--- src/rtl/coherence_bus_ctrl_pkg.sv ---
// Shared types for the snoop-bus controller: bus operations, FSM states,
// and a saturating increment used by the optional COH_STATS_EN counters.
package coherence_bus_ctrl_pkg;

  typedef enum logic [1:0] {
    BUS_RD   = 2'd0,
    BUS_RDX  = 2'd1,
    BUS_UPGR = 2'd2
  } bus_op_t;

  typedef enum logic [2:0] {
    IDLE,
    SNOOP,
    RESP_WAIT,
    MEM_RD,
    WB,
    DONE
  } bus_state_t;

  localparam int unsigned STAT_W = 16;

  function automatic logic [STAT_W-1:0] sat_inc(input logic [STAT_W-1:0] v,
                                                input logic              en);
    return (en && (v != '1)) ? v + 1'b1 : v;
  endfunction

endpackage

--- src/rtl/coherence_bus_ctrl_rr_arbiter.sv ---
// Round-robin arbiter: one-hot grant to the first pending requester at or
// after ptr, wrapping modulo NUM_CORES.
module rr_arbiter #(
  parameter int unsigned NUM_CORES = 2,
  parameter int unsigned IW        = (NUM_CORES > 1) ? $clog2(NUM_CORES) : 1
) (
  input  logic [NUM_CORES-1:0] req,
  input  logic [IW-1:0]        ptr,
  output logic [NUM_CORES-1:0] grant
);

  logic [IW-1:0] idx;
  logic          taken;

  // Walk the cores starting at ptr; first pending one wins.
  always_comb begin
    grant = '0;
    taken = 1'b0;
    idx   = ptr;
    for (int unsigned k = 0; k < NUM_CORES; k++) begin
      if (!taken && req[idx]) begin
        grant[idx] = 1'b1;
        taken      = 1'b1;
      end
      idx = (idx == IW'(NUM_CORES - 1)) ? '0 : idx + 1'b1;
    end
  end

endmodule

--- src/rtl/coherence_bus_ctrl.sv ---
// Shared snoop-bus controller: arbitrates core misses/upgrades, broadcasts a
// snoop, sources data from a Modified owner or memory, and returns the fill
// with a one-cycle done pulse.
// Optional feature macro: COH_STATS_EN (adds saturating transaction counters).
module coherence_bus_ctrl
  import coherence_bus_ctrl_pkg::*;
#(
  parameter int unsigned NUM_CORES = 2,
  parameter int unsigned AW        = 13,
  parameter int unsigned DW        = 16
) (
  input  logic                    clk,
  input  logic                    rst,
  input  logic [NUM_CORES-1:0]    core_rd_miss,
  input  logic [NUM_CORES-1:0]    core_wr_miss,
  input  logic [NUM_CORES-1:0]    core_inv,
  input  logic [NUM_CORES*AW-1:0] core_addr,
  output logic [NUM_CORES-1:0]    core_done,
  output logic [DW-1:0]           fill_data,
  output logic [NUM_CORES-1:0]    snoop_req,
  output logic [1:0]              snoop_op,
  output logic [AW-1:0]           snoop_addr,
  input  logic [NUM_CORES-1:0]    snoop_found,
  input  logic [NUM_CORES*DW-1:0] snoop_data,
  output logic                    mem_re,
  output logic                    mem_we,
  output logic [AW-1:0]           mem_addr,
  output logic [DW-1:0]           mem_wdata,
  input  logic [DW-1:0]           mem_rdata,
  input  logic                    mem_rdy
`ifdef COH_STATS_EN
  ,
  output logic [STAT_W-1:0]       stat_txn,
  output logic [STAT_W-1:0]       stat_c2c,
  output logic [STAT_W-1:0]       stat_memrd
`endif
);

  localparam int unsigned IW = (NUM_CORES > 1) ? $clog2(NUM_CORES) : 1;

  bus_state_t     state_q, state_d;
  logic [IW-1:0]  id_q, id_d;
  logic [IW-1:0]  rr_ptr_q, rr_ptr_d;
  bus_op_t        op_q, op_d;
  logic [AW-1:0]  addr_q, addr_d;
  logic [DW-1:0]  data_q, data_d;
  logic           idle_wait_q, idle_wait_d;

  logic [NUM_CORES-1:0] pending;
  logic [NUM_CORES-1:0] grant;
  logic [NUM_CORES-1:0] sel;
  logic [NUM_CORES-1:0] found_m;
  logic [IW-1:0]        gidx;
  bus_op_t              gop;
  logic [AW-1:0]        gaddr;
  logic [DW-1:0]        hit_data;
  logic                 hit;

  // Any request type makes a core pending.
  always_comb pending = core_rd_miss | core_wr_miss | core_inv;

  rr_arbiter #(
    .NUM_CORES(NUM_CORES),
    .IW       (IW)
  ) u_arb (
    .req  (pending),
    .ptr  (rr_ptr_q),
    .grant(grant)
  );

  // Decode the granted core: index, bus op by priority, request address.
  always_comb begin
    gidx  = '0;
    gop   = BUS_RD;
    gaddr = '0;
    for (int unsigned i = 0; i < NUM_CORES; i++) begin
      if (grant[i]) begin
        gidx  = IW'(i);
        gaddr = core_addr[i*AW +: AW];
        if (core_wr_miss[i])  gop = BUS_RDX;
        else if (core_inv[i]) gop = BUS_UPGR;
        else                  gop = BUS_RD;
      end
    end
  end

  // Snoop response: ignore the requester, lowest-index owner wins on multi-hit.
  always_comb begin
    sel         = '0;
    sel[id_q]   = 1'b1;
    found_m     = snoop_found & ~sel;
    hit         = 1'b0;
    hit_data    = '0;
    for (int unsigned i = 0; i < NUM_CORES; i++) begin
      if (found_m[i] && !hit) begin
        hit      = 1'b1;
        hit_data = snoop_data[i*DW +: DW];
      end
    end
  end

  // Next-state and Moore outputs of the bus FSM.
  always_comb begin
    state_d     = state_q;
    id_d        = id_q;
    op_d        = op_q;
    addr_d      = addr_q;
    data_d      = data_q;
    rr_ptr_d    = rr_ptr_q;
    idle_wait_d = 1'b0;
    core_done   = '0;
    fill_data   = '0;
    snoop_req   = '0;
    snoop_op    = '0;
    snoop_addr  = '0;
    mem_re      = 1'b0;
    mem_we      = 1'b0;
    mem_addr    = '0;
    mem_wdata   = '0;
    unique case (state_q)
      IDLE: begin
        if (!idle_wait_q && (|pending)) begin
          state_d = SNOOP;
          id_d    = gidx;
          op_d    = gop;
          addr_d  = gaddr;
        end
      end
      SNOOP: begin
        snoop_req  = ~sel;
        snoop_op   = op_q;
        snoop_addr = addr_q;
        state_d    = RESP_WAIT;
      end
      RESP_WAIT: begin
        if (op_q == BUS_UPGR) begin
          data_d  = '0;
          state_d = DONE;
        end else if (hit) begin
          data_d  = hit_data;
          state_d = (op_q == BUS_RDX) ? DONE : WB;
        end else begin
          state_d = MEM_RD;
        end
      end
      MEM_RD: begin
        mem_re   = 1'b1;
        mem_addr = addr_q;
        if (mem_rdy) begin
          data_d  = mem_rdata;
          state_d = DONE;
        end
      end
      WB: begin
        mem_we    = 1'b1;
        mem_addr  = addr_q;
        mem_wdata = data_q;
        if (mem_rdy) state_d = DONE;
      end
      DONE: begin
        core_done   = sel;
        fill_data   = data_q;
        rr_ptr_d    = (id_q == IW'(NUM_CORES - 1)) ? '0 : id_q + 1'b1;
        idle_wait_d = 1'b1;
        state_d     = IDLE;
      end
      default: state_d = IDLE;
    endcase
  end

  // State and transaction registers; idle_wait_q blocks the first IDLE cycle.
  always_ff @(posedge clk) begin
    if (rst) begin
      state_q     <= IDLE;
      id_q        <= '0;
      op_q        <= BUS_RD;
      addr_q      <= '0;
      data_q      <= '0;
      rr_ptr_q    <= '0;
      idle_wait_q <= 1'b1;
    end else begin
      state_q     <= state_d;
      id_q        <= id_d;
      op_q        <= op_d;
      addr_q      <= addr_d;
      data_q      <= data_d;
      rr_ptr_q    <= rr_ptr_d;
      idle_wait_q <= idle_wait_d;
    end
  end

`ifdef COH_STATS_EN
  logic [STAT_W-1:0] stat_txn_q, stat_txn_d;
  logic [STAT_W-1:0] stat_c2c_q, stat_c2c_d;
  logic [STAT_W-1:0] stat_memrd_q, stat_memrd_d;

  // Saturating event counters.
  always_comb begin
    stat_txn_d   = sat_inc(stat_txn_q, state_q == DONE);
    stat_c2c_d   = sat_inc(stat_c2c_q,
                           (state_q == RESP_WAIT) && (op_q != BUS_UPGR) && hit);
    stat_memrd_d = sat_inc(stat_memrd_q, (state_q == MEM_RD) && mem_rdy);
    stat_txn     = stat_txn_q;
    stat_c2c     = stat_c2c_q;
    stat_memrd   = stat_memrd_q;
  end

  // Counter registers, cleared by reset.
  always_ff @(posedge clk) begin
    if (rst) begin
      stat_txn_q   <= '0;
      stat_c2c_q   <= '0;
      stat_memrd_q <= '0;
    end else begin
      stat_txn_q   <= stat_txn_d;
      stat_c2c_q   <= stat_c2c_d;
      stat_memrd_q <= stat_memrd_d;
    end
  end
`endif

endmodule

--- config.mk ---
export PLATFORM = sky130hd
export DESIGN_NAME = coherence_bus_ctrl
export DESIGN_NICKNAME = d
export VERILOG_FILES = /design/src/rtl/coherence_bus_ctrl_pkg.sv /design/src/rtl/coherence_bus_ctrl_rr_arbiter.sv /design/src/rtl/coherence_bus_ctrl.sv
export SDC_FILE = /design/constraint.sdc
export NUM_CORES = 1
export LEC_CHECK = 0
export BUFFER_PORTS_ARGS = -buffer_cell sky130_fd_sc_hd__buf_2
export CAP_MARGIN = 30
export CORE_UTILIZATION = 44
export DETAILED_ROUTE_END_ITERATION = 10
export GPL_ROUTABILITY_DRIVEN = 1
export PLACE_DENSITY_LB_ADDON = 0.08
export SYNTH_ARGS = -nofsm -noshare
export SYNTH_HDL_FRONTEND = slang
export SYNTH_SLANG_ARGS = --single-unit
--- constraint.sdc ---
create_clock -name clk -period 2.2 [get_ports clk]
set_input_delay 0.22 -clock clk [delete_from_list [all_inputs] [get_ports clk]]
set_output_delay 0.22 -clock clk [all_outputs]
set_load 0.05 [all_outputs]
==> results_dict.tcl, run 1 <==
set metrics [dict create \
    run_status "complete, no violations" \
    root_buffer "sky130_fd_sc_hd__clkbuf_8" \
    ys_types 46 \
    crit_path_max_incr_delay_ps 350 \
    gp_routability_congestion 0.8043 \
    postCtsHoldBufs 0 \
    drt-initial-drc-count 99 \
    worst_setup_path_endpoint "snoop_req[0]" \
    yosysTopAreaCellShare_pct 29.70 \
    fp.coreArea_mm2 0.005473 \
    setup.worst_path.class "register to output port" \
    synth_nets 383 \
    critPathBufInv 4 \
    tritoncts_clock_tree "built" \
    max_cap_viol_count 0 \
    layout-drive-gt1-share_pct 47.27 \
    critPathLaunch "state_q[0]" \
    synth_seq_cells 37 \
    synth-edff-count 0 \
    synth_most_common_cell "sky130_fd_sc_hd__and2_1" \
    rows 27 \
    setup_total_negative_slack_ps 0 \
    critPathCaptureType "output port" \
    leakage_nw 1.650 \
    critPathLaunchType "register" \
    worstSetupPathDepth 6 \
    dpl_cell_area_mm2 0.003253 \
    first_pass_iters 4 \
    netlist.top_cell.by_area "sky130_fd_sc_hd__dfxtp_1" \
    syn_std_cell_area_mm2 0.002494 \
    clock_insertion_delay_worst_skew_ps 280 \
    timing_worst_slew_pin_value_ps 820.1 \
    slew_headroom_pct 45.33 \
    postRouteAntennaNets 0 \
    detailroute.via_count 2613 \
    yosys_most_used_dff "sky130_fd_sc_hd__dfxtp_1" \
    critPathSlowestCell "sky130_fd_sc_hd__dfxtp_1" \
    final_hold_vios 0 \
    worst_clock_skew_ps 3.070 \
    clock.fmax_mhz 483.7 \
    num_io_pins 151 \
    fp.dieW_um 77.28 \
    area_growth_pct 35.12 \
    setup_violations 0 \
    route.final.wire_length_mm 6.726 \
    grt_setup_unrepaired "false" \
    peakVddDrop_uv 265.1 \
    grt_pass1_vias 2336 \
    wire_per_inst_um 13.14 \
    synth.area.top_cells "sky130_fd_sc_hd__dfxtp_1 30%, sky130_fd_sc_hd__and2_1 15%, sky130_fd_sc_hd__a211oi_2 7.0%" \
    design_area_mm2 0.003369 \
    die-height_um 77.28 \
    drv_slew 0 \
    start_util_pct 45.56 \
    num-nets-final 525 \
    drc 0 \
    pin_count_of_the_biggest_net_entering_global_routing 38 \
    cpLargestDelayFamily "buffers and inverters" \
    cp_cell_sequence "buf_6 -> clkinvlp_4 -> nor3_1 -> buf_4 -> and2_2 -> buf_2" \
    worst_path_arrival_time_ps 1850 \
    detail_route.vias_per_cell 5.104 \
    reg2reg_from "id_q" \
    synth_sequential_area_ratio_pct 29.70 \
    place.port_buffers 150 \
    timing.rr.end "data_q[2]" \
    grt_util_all_layers_pct 22.36 \
    dp.final_hpwl_mm 4.889 \
    grt_overflow_total 0 \
    timing.reg2reg.worst_path_depth 4 \
    insertedDiodeCount 0 \
    cts_buffer_depth 2 \
    yosys_warning_total 0 \
    clock_sinks 37 \
    antenna_found_initial 0 \
    cp_data_required_time_ps 1980 \
    synthTopCellsByCount "60 x sky130_fd_sc_hd__and2_1, 37 x sky130_fd_sc_hd__dfxtp_1, 36 x sky130_fd_sc_hd__nor2_1" \
    cts.reportedPaths.clkPinSlew_ps 70 \
    cts_max_level 2 \
    die_area_mm2 0.005972 \
    critical_path_peak_fanout 22 \
    cts_buffers 5 \
    synthCells 298 \
    synthesis.area_per_instance_um2 8.368 \
    r2r_setup_slack_ps 400 \
    power_per_cell_area_mw_per_mm2 555.6 \
    min_period_ps 2067 \
    timing.hold.worst.class "input port to register" \
    final.period_utilization_pct 93.97 \
    postSynth.asyncResetShare_pct 0 \
    grt_first_pass_wirelength_mm 10.70 \
]
==> flip-flops by register name (all words and copies together) (netlist names) <==
name and count:
idle_wait_q 1, data_q 16, state_q 3, addr_q 13
id_q 1, op_q 2, rr_ptr_q 1
==> logic make-up (layout without fill, tap and decap cells) <==
family | Yosys count | count (layout) | share of synthesized area [%]
mux | 2 | 2 | 0.9532
simple gates | 127 | 127 | 29.10
compound gates | 103 | 103 | 32.67
flops | 37 | 37 | 29.70
buf+inv | 29 | 171 | 7.576
==> tightest hold or removal path: stages <==
cell	delay [ps]
sky130_fd_sc_hd__buf_2	110
sky130_fd_sc_hd__nand2_1	50
sky130_fd_sc_hd__nand2_1	50
sky130_fd_sc_hd__a211oi_1	50
==> layer usage <==
layer	track usage (%)	wire length [µm]	up-vias	share of wire [%]
met5	0	0	-	0
met4	7.547	91	0	1.4
met3	3.929	362	9	5.4
met2	38.58	3251	88	48
met1	27.78	3022	1167	45
li1	-	-	1349	-
==> how the worst min path moves through the flow <==
stage	start	end	slack, ps	depth (start not counted)
finish	mem_rdy	state_q[1]	260	4
global route	core_inv[1]	op_q[1]	250	3
CTS	core_inv[1]	op_q[1]	250	3
detailed placement	addr_q[6]	addr_q[6]	500	2
global placement	addr_q[7]	addr_q[7]	490	2
floorplan	core_inv[1]	op_q[1]	400	2
==> repair_timing <==
action                                  CTS  global route
resized for setup                         0             5
setup buffers                             0             2
endpoints found under the setup margin    0            14
==> power breakdown <==
part           switching [mW]  internal [mW]
clock network           0.221          0.248
registers              0.0523          0.740
logic                   0.365          0.246
total                   0.638           1.23
==> cell type report <==
cell class | instances | area (µm²)
sequential | 37 | 740.7
inverter | 3 | 15.01
tap | 72 | 90.09
clock buffer | 7 | 86.33
timing repair buffer | 161 | 857.1
multi-input combinational | 232 | 1580
fill | 520 | 2103
==> placed cells by master (no fill, tap or decap), types with 2 or more instances in the layout <==
master,netlist,routed
sky130_fd_sc_hd__a22o_2,6,6
sky130_fd_sc_hd__and2_2,3,3
sky130_fd_sc_hd__a21oi_1,19,19
sky130_fd_sc_hd__nor3_1,3,3
sky130_fd_sc_hd__o21a_1,2,2
sky130_fd_sc_hd__nand2_1,3,3
sky130_fd_sc_hd__clkbuf_4,0,3
sky130_fd_sc_hd__a211oi_1,16,16
sky130_fd_sc_hd__a22o_1,10,10
sky130_fd_sc_hd__and2_1,60,60
sky130_fd_sc_hd__buf_2,5,147
sky130_fd_sc_hd__buf_4,0,9
sky130_fd_sc_hd__a22oi_1,13,13
sky130_fd_sc_hd__or2_2,3,3
sky130_fd_sc_hd__nor2b_1,2,2
sky130_fd_sc_hd__nor2_1,36,36
sky130_fd_sc_hd__dfxtp_1,37,37
sky130_fd_sc_hd__inv_1,3,2
sky130_fd_sc_hd__nor3b_2,0,2
sky130_fd_sc_hd__o21ai_0,16,16
sky130_fd_sc_hd__a211oi_2,14,14
sky130_fd_sc_hd__clkbuf_8,3,6
sky130_fd_sc_hd__and2b_2,3,3
==> stage by stage <==
| step | cells | utilization (%) | total power, mW | hold WS, ps | setup slack [ps] |
|---|---|---|---|---|---|
| 3_3_place_gp | 503 | 59.44 | 1.399 | 494.0 | 431.8 |
| 3_5_place_dp | 503 | 59.44 | 1.408 | 500.4 | 414.9 |
| 4_1_cts | 510 | 61.02 | 1.875 | 246.3 | 95.43 |
| 6_report | 512 | 61.57 | 1.872 | 257.4 | 132.7 |
| 5_1_grt | 512 | 61.57 | 1.989 | 249.8 | 14.62 |
| 2_1_floorplan | 298 | - | 1.239 | 399.5 | 203.9 |
Note: power is estimated with default switching activity, not from simulation.
==> run 2: changes to the inputs <==
--- a/config.mk
+++ b/config.mk
@@ -10,6 +10,7 @@
 export CORE_UTILIZATION = 44
 export DETAILED_ROUTE_END_ITERATION = 10
 export GPL_ROUTABILITY_DRIVEN = 1
+export MAX_ROUTING_LAYER = met4
 export PLACE_DENSITY_LB_ADDON = 0.08
 export SYNTH_ARGS = -nofsm -noshare
 export SYNTH_HDL_FRONTEND = slang
==> run 2 against run 1 <==
  * Clock power barely moved
  * Wire length down 0.10%
  * Largest power group unchanged
  * Critical path type unchanged
  * Total power about the same
  * Fmax about the same
  * Global-route usage is 0.61 points higher
  * Core utilization is the same
  * Combinational power about the same
  * Clock skew rose by 1.1 ps
  * Die area is the same
  * Largest cell class unchanged
==> results_dict.tcl, run 2 (same netlist as run 1, synthesis figures left out) <==
set metrics [dict create \
    cp_cell_sequence "buf_6 -> clkinvlp_4 -> nor3_1 -> buf_4 -> and2_2 -> buf_2" \
    area_growth_pct 35.12 \
    layout-drive-gt1-share_pct 47.27 \
    slew_headroom_pct 45.25 \
    final_hold_vios 0 \
    peakVddDrop_uv 265.0 \
    pin_count_of_the_biggest_net_entering_global_routing 38 \
    grt_overflow_total 0 \
    max_cap_viol_count 0 \
    reg2reg_from "id_q" \
    antenna_found_initial 0 \
    crit_path_max_incr_delay_ps 350 \
    clock_insertion_delay_worst_skew_ps 280 \
    num-nets-final 525 \
    setup.worst_path.class "register to output port" \
    run_status "complete, no violations" \
    place.port_buffers 150 \
    cp_data_required_time_ps 1980 \
    rows 27 \
    drv_slew 0 \
    first_pass_iters 4 \
    root_buffer "sky130_fd_sc_hd__clkbuf_8" \
    critPathCaptureType "output port" \
    worst_path_arrival_time_ps 1850 \
    cts_max_level 2 \
    hold_start "mem_rdy" \
    setup_total_negative_slack_ps 0 \
    fp.dieW_um 77.28 \
    cpLargestDelayFamily "buffers and inverters" \
    clock_sinks 37 \
    critPathBufInv 4 \
    detail_route.vias_per_cell 5.102 \
    timing_worst_slew_pin_value_ps 821.2 \
    num_io_pins 151 \
    die_area_mm2 0.005972 \
    start_util_pct 45.56 \
    worst_clock_skew_ps 4.188 \
    min_period_ps 2066 \
    leakage_nw 1.650 \
    drt-initial-drc-count 98 \
    cts.reportedPaths.clkPinSlew_ps 70 \
    final_common_cell "sky130_fd_sc_hd__buf_2" \
    die-height_um 77.28 \
    dp.final_hpwl_mm 4.889 \
    gp_routability_congestion 0.8160 \
    reg_top3 "data_q: 16 flops, addr_q: 13 flops, state_q: 3 flops" \
    cts_buffers 5 \
    critical_path_peak_fanout 22 \
    wire_per_inst_um 13.12 \
    timing.hold.worst.class "input port to register" \
    cts_buffer_depth 2 \
    clock.fmax_mhz 484.1 \
    critPathLaunch "state_q[0]" \
    route.final.wire_length_mm 6.719 \
    fp.coreArea_mm2 0.005473 \
    tritoncts_clock_tree "built" \
    fin_hold_ws_ps 257.5 \
    critPathSlowestCell "sky130_fd_sc_hd__dfxtp_1" \
    grt_util_all_layers_pct 22.97 \
    grt_setup_unrepaired "false" \
    insertedDiodeCount 0 \
    postRouteAntennaNets 0 \
    largest_register_ffs 16 \
    detailroute.via_count 2612 \
    power_per_cell_area_mw_per_mm2 555.3 \
    final.period_utilization_pct 93.89 \
    most_frequent_cells_in_the_layout "147 x sky130_fd_sc_hd__buf_2, 60 x sky130_fd_sc_hd__and2_1, 37 x sky130_fd_sc_hd__dfxtp_1" \
    critPathLaunchType "register" \
    drc 0 \
    setup_violations 0 \
    num-fill-cells 520 \
    grt_first_pass_wirelength_mm 10.69 \
    largest-register "data_q" \
    grt_pass1_vias 2337 \
]
run 2: worst paths after layout:
check | endpoint | cells past startpoint | slack [ps]
hold reg to reg | addr_q[6] | 2 | 500
hold / removal | state_q[1] | 4 | 260
setup / recovery | snoop_req[0] | 6 | 130
setup reg to reg | data_q[2] | 4 | 400
run 2: stage by stage:
| step | worst slack, ps | util [%] | total power [mW] | area (µm²) | cells |
|---|---|---|---|---|---|
| 2_1_floorplan | 203.9 | - | 1.239 | 2501 | 298 |
| 3_3_place_gp | 431.8 | 59.44 | 1.399 | 3253 | 503 |
| 3_5_place_dp | 414.9 | 59.44 | 1.408 | 3253 | 503 |
| 4_1_cts | 95.43 | 61.02 | 1.875 | 3339 | 510 |
| 5_1_grt | 17.12 | 61.57 | 1.987 | 3369 | 512 |
| 6_report | 134.4 | 61.57 | 1.871 | 3369 | 512 |
run 2: power by group:
| part | total, mW | internal (mW) | switching (mW) |
|---|---|---|---|
| clock | 0.468 | 0.248 | 0.220 |
| sequential | 0.792 | 0.740 | 0.0524 |
| combinational | 0.611 | 0.246 | 0.365 |
| total | 1.87 | 1.23 | 0.637 |
run 2: routing by layer:
metal | vias to the layer above | global-route usage, % | routed length [µm]
met5 | - | - | 0
met4 | 0 | 7.547 | 91
met3 | 9 | 3.571 | 357
met2 | 88 | 38.67 | 3240
met1 | 1166 | 27.85 | 3030
li1 | 1349 | - | -
run 2: tightest hold or removal path, stage by stage:
cell and delay (ps):
sky130_fd_sc_hd__buf_2 110, sky130_fd_sc_hd__nand2_1 50, sky130_fd_sc_hd__nand2_1 50, sky130_fd_sc_hd__a211oi_1 50
run 2: final cells by class:
class                      instances  area (µm²)  area share (%)
timing repair buffer             161       857.1           25.44
multi-input combinational        232        1580           46.90
inverter                           3       15.01          0.4456
clock buffer                       7       86.33           2.562
sequential                        37       740.7           21.98
tap                               72       90.09           2.674
run 2: timing repair:
action	in CTS	in global routing
hold buffers	0	0
buffers inserted	0	2
resized for setup	0	5
endpoints found under the setup margin	0	14
==> run 3: changes to the inputs <==
--- a/config.mk
+++ b/config.mk
@@ -10,8 +10,10 @@
 export CORE_UTILIZATION = 44
 export DETAILED_ROUTE_END_ITERATION = 10
 export GPL_ROUTABILITY_DRIVEN = 1
+export GPL_TIMING_DRIVEN = 0
 export MAX_ROUTING_LAYER = met4
 export PLACE_DENSITY_LB_ADDON = 0.08
+export RECOVER_POWER = 25
 export SYNTH_ARGS = -nofsm -noshare
 export SYNTH_HDL_FRONTEND = slang
 export SYNTH_SLANG_ARGS = --single-unit
==> run 3 against run 2 <==
  * Sequential share of layout area fell by 0.64 points
  * Setup slack got worse by 20 ps
  * Cell area rose by 3.0%
  * Final cell count rose by 2.7%
  * Hold slack got worse by 95 ps
  * Largest power group unchanged
==> results_dict.tcl, run 3 (same netlist as run 1, synthesis figures left out) <==
set metrics [dict create \
    power_per_cell_area_mw_per_mm2 559.1 \
    antenna_found_initial 0 \
    timing.rr.end "data_q[6]" \
    cts_buffers 5 \
    placed_cells_incl_taps 519 \
    die_area_mm2 0.005972 \
    cpLargestDelayFamily "buffers and inverters" \
    grt_overflow_total 0 \
    globalRouteMet2Util_pct 40.97 \
    tritoncts_clock_tree "built" \
    area_growth_pct 39.19 \
    grtUsageMet1_pct 30.96 \
    worst_clock_skew_ps 4.418 \
    most_frequent_cells_in_the_layout "147 x sky130_fd_sc_hd__buf_2, 60 x sky130_fd_sc_hd__and2_1, 37 x sky130_fd_sc_hd__dfxtp_1" \
    critPathCaptureType "output port" \
    final_hold_vios 0 \
    drt-initial-drc-count 89 \
    dp.final_hpwl_mm 5.431 \
    power.share.combinational_pct 32.5 \
    place_worst_setup_slack_ps 36.40 \
    hold-path-endpoint "data_q[9]" \
    clock.fmax_mhz 479.4 \
    root_buffer "sky130_fd_sc_hd__clkbuf_8" \
    clock_sinks 37 \
    leakage_nw 1.721 \
    final_non_filler_cells 526 \
    route.final.wire_length_mm 7.028 \
    detailroute.via_count 2710 \
    sequentialPowerShare_pct 40.6 \
    post-layout-total-power_mw 1.941 \
    cts_max_level 2 \
    cp_cell_sequence "clkbuf_2 -> nor3b_2 -> buf_4 -> clkbuf_2 -> and2_1 -> buf_4" \
    setup.worst_path.class "register to output port" \
    cts.reportedPaths.clkPinSlew_ps 70 \
    clock_insertion_delay_worst_skew_ps 290 \
    setup_violations 0 \
    max_cap_viol_count 0 \
    critPathBufInv 4 \
    min_period_ps 2086 \
    multi_input_comb_area_mm2 0.001575 \
    slew_headroom_pct 54.14 \
    final.period_utilization_pct 94.81 \
    crit_path_max_incr_delay_ps 340 \
    timing.hold.worst.class "input port to register" \
    timing_worst_slew_pin_value_ps 688.0 \
    wire_per_inst_um 13.36 \
    gp_routability_congestion 0.8192 \
    drc 0 \
    run_status "complete, no violations" \
    num_io_pins 151 \
    grt_util_met3_pct 4.286 \
    first_pass_iters 4 \
    reg_top3 "data_q: 16 flops, addr_q: 13 flops, state_q: 3 flops" \
    insertedDiodeCount 0 \
    layout-drive-gt1-share_pct 47.36 \
    die-height_um 77.28 \
    fp.dieW_um 77.28 \
    intPower_mw 1.279 \
    cp_data_required_time_ps 1980 \
    num-nets-final 538 \
    r2r_setup_slack_ps 280 \
    power.switching_mw 0.6622 \
    pin_count_of_the_biggest_net_entering_global_routing 14 \
    rows 27 \
    p_clk_share_pct 26.9 \
    cts_buffer_depth 2 \
    final_common_cell "sky130_fd_sc_hd__buf_2" \
    grt_first_pass_wirelength_mm 11.50 \
    detail_route.vias_per_cell 5.152 \
    timing.reg2reg.worst_path_depth 6 \
    drv_slew 0 \
    worst_path_arrival_time_ps 1870 \
    postRouteAntennaNets 0 \
    switching_share_pct 34.12 \
    grt_util_all_layers_pct 24.62 \
    critPathSlowestCell "sky130_fd_sc_hd__dfxtp_1" \
    place.port_buffers 149 \
    top_usage_layer "met2" \
    largest_register_ffs 16 \
    postCtsHoldBufs 0 \
    hold_path_depth 2 \
    num-fill-cells 540 \
    peakVddDrop_uv 254.6 \
    critical_path_peak_fanout 10 \
    fp.coreArea_mm2 0.005473 \
    seq_area_um2 740.7 \
    largest-register "data_q" \
    critPathLaunchType "register" \
    setup_ws_ps 114.1 \
    hold_start "rst" \
    start_util_pct 45.56 \
    grt_pass1_vias 2407 \
    reg2reg_from "state_q[1]" \
]
-- run 3: area by class of cell --
| class | count | area share (%) |
|---|---|---|
| buffer | 25 | 5.371 |
| clock buffer | 7 | 2.776 |
| clock inverter | 1 | 0.1442 |
| inverter | 3 | 0.3244 |
| multi-input combinational | 232 | 45.39 |
| sequential | 37 | 21.34 |
| tap | 72 | 2.596 |
| timing repair buffer | 149 | 22.06 |
-- run 3: worst max-delay path by stage --
| stage | startpoint | endpoint | slack [ps] | depth (start not counted) |
|---|---|---|---|---|
| after CTS | state_q[0] | fill_data[5] | 30 | 5 |
| after global placement | state_q[0] | mem_wdata[11] | 80 | 6 |
| after detailed placement | state_q[0] | snoop_req[0] | 40 | 5 |
| after global routing | state_q[0] | fill_data[10] | -2 | 5 |
| after floorplan | state_q[0] | mem_wdata[10] | 200 | 5 |
| final | state_q[0] | mem_wdata[14] | 110 | 6 |
-- run 3: per-layer routing --
| layer | share of wire (%) | routed length [µm] |
|---|---|---|
| met1 | 45 | 3183 |
| met2 | 48 | 3390 |
| met3 | 5.7 | 402 |
| met4 | 0.74 | 52 |
| met5 | 0 | 0 |
-- run 3: what timing repair did --
item	4_1_cts	5_1_grt
pin swaps	0	1
resized for setup	14	8
setup buffers	0	0
endpoints found under the setup margin	39	33
-- run 3: power by group through the flow --
stage                     sequential [mW]  clock (mW)  combinational (mW)
after CTS                           0.788       0.533               0.633
final                               0.788       0.522               0.630
after detailed placement            0.803           0               0.629
after floorplan                     0.787           0               0.452
after global routing                0.799       0.567               0.691
after global placement              0.799           0               0.622
-- run 3: through the flow --
stage / instance area, µm² / hold WS, ps / utilization (%) / TNS, ps
after floorplan: 2501 / 399.5 / - / 0
after global placement: 3337 / 456.5 / 60.97 / 0
after detailed placement: 3337 / 462.8 / 60.97 / 0
after CTS: 3467 / 158.0 / 63.35 / 0
after global routing: 3471 / 153.6 / 63.42 / -2.406
final: 3471 / 162.0 / 63.42 / 0
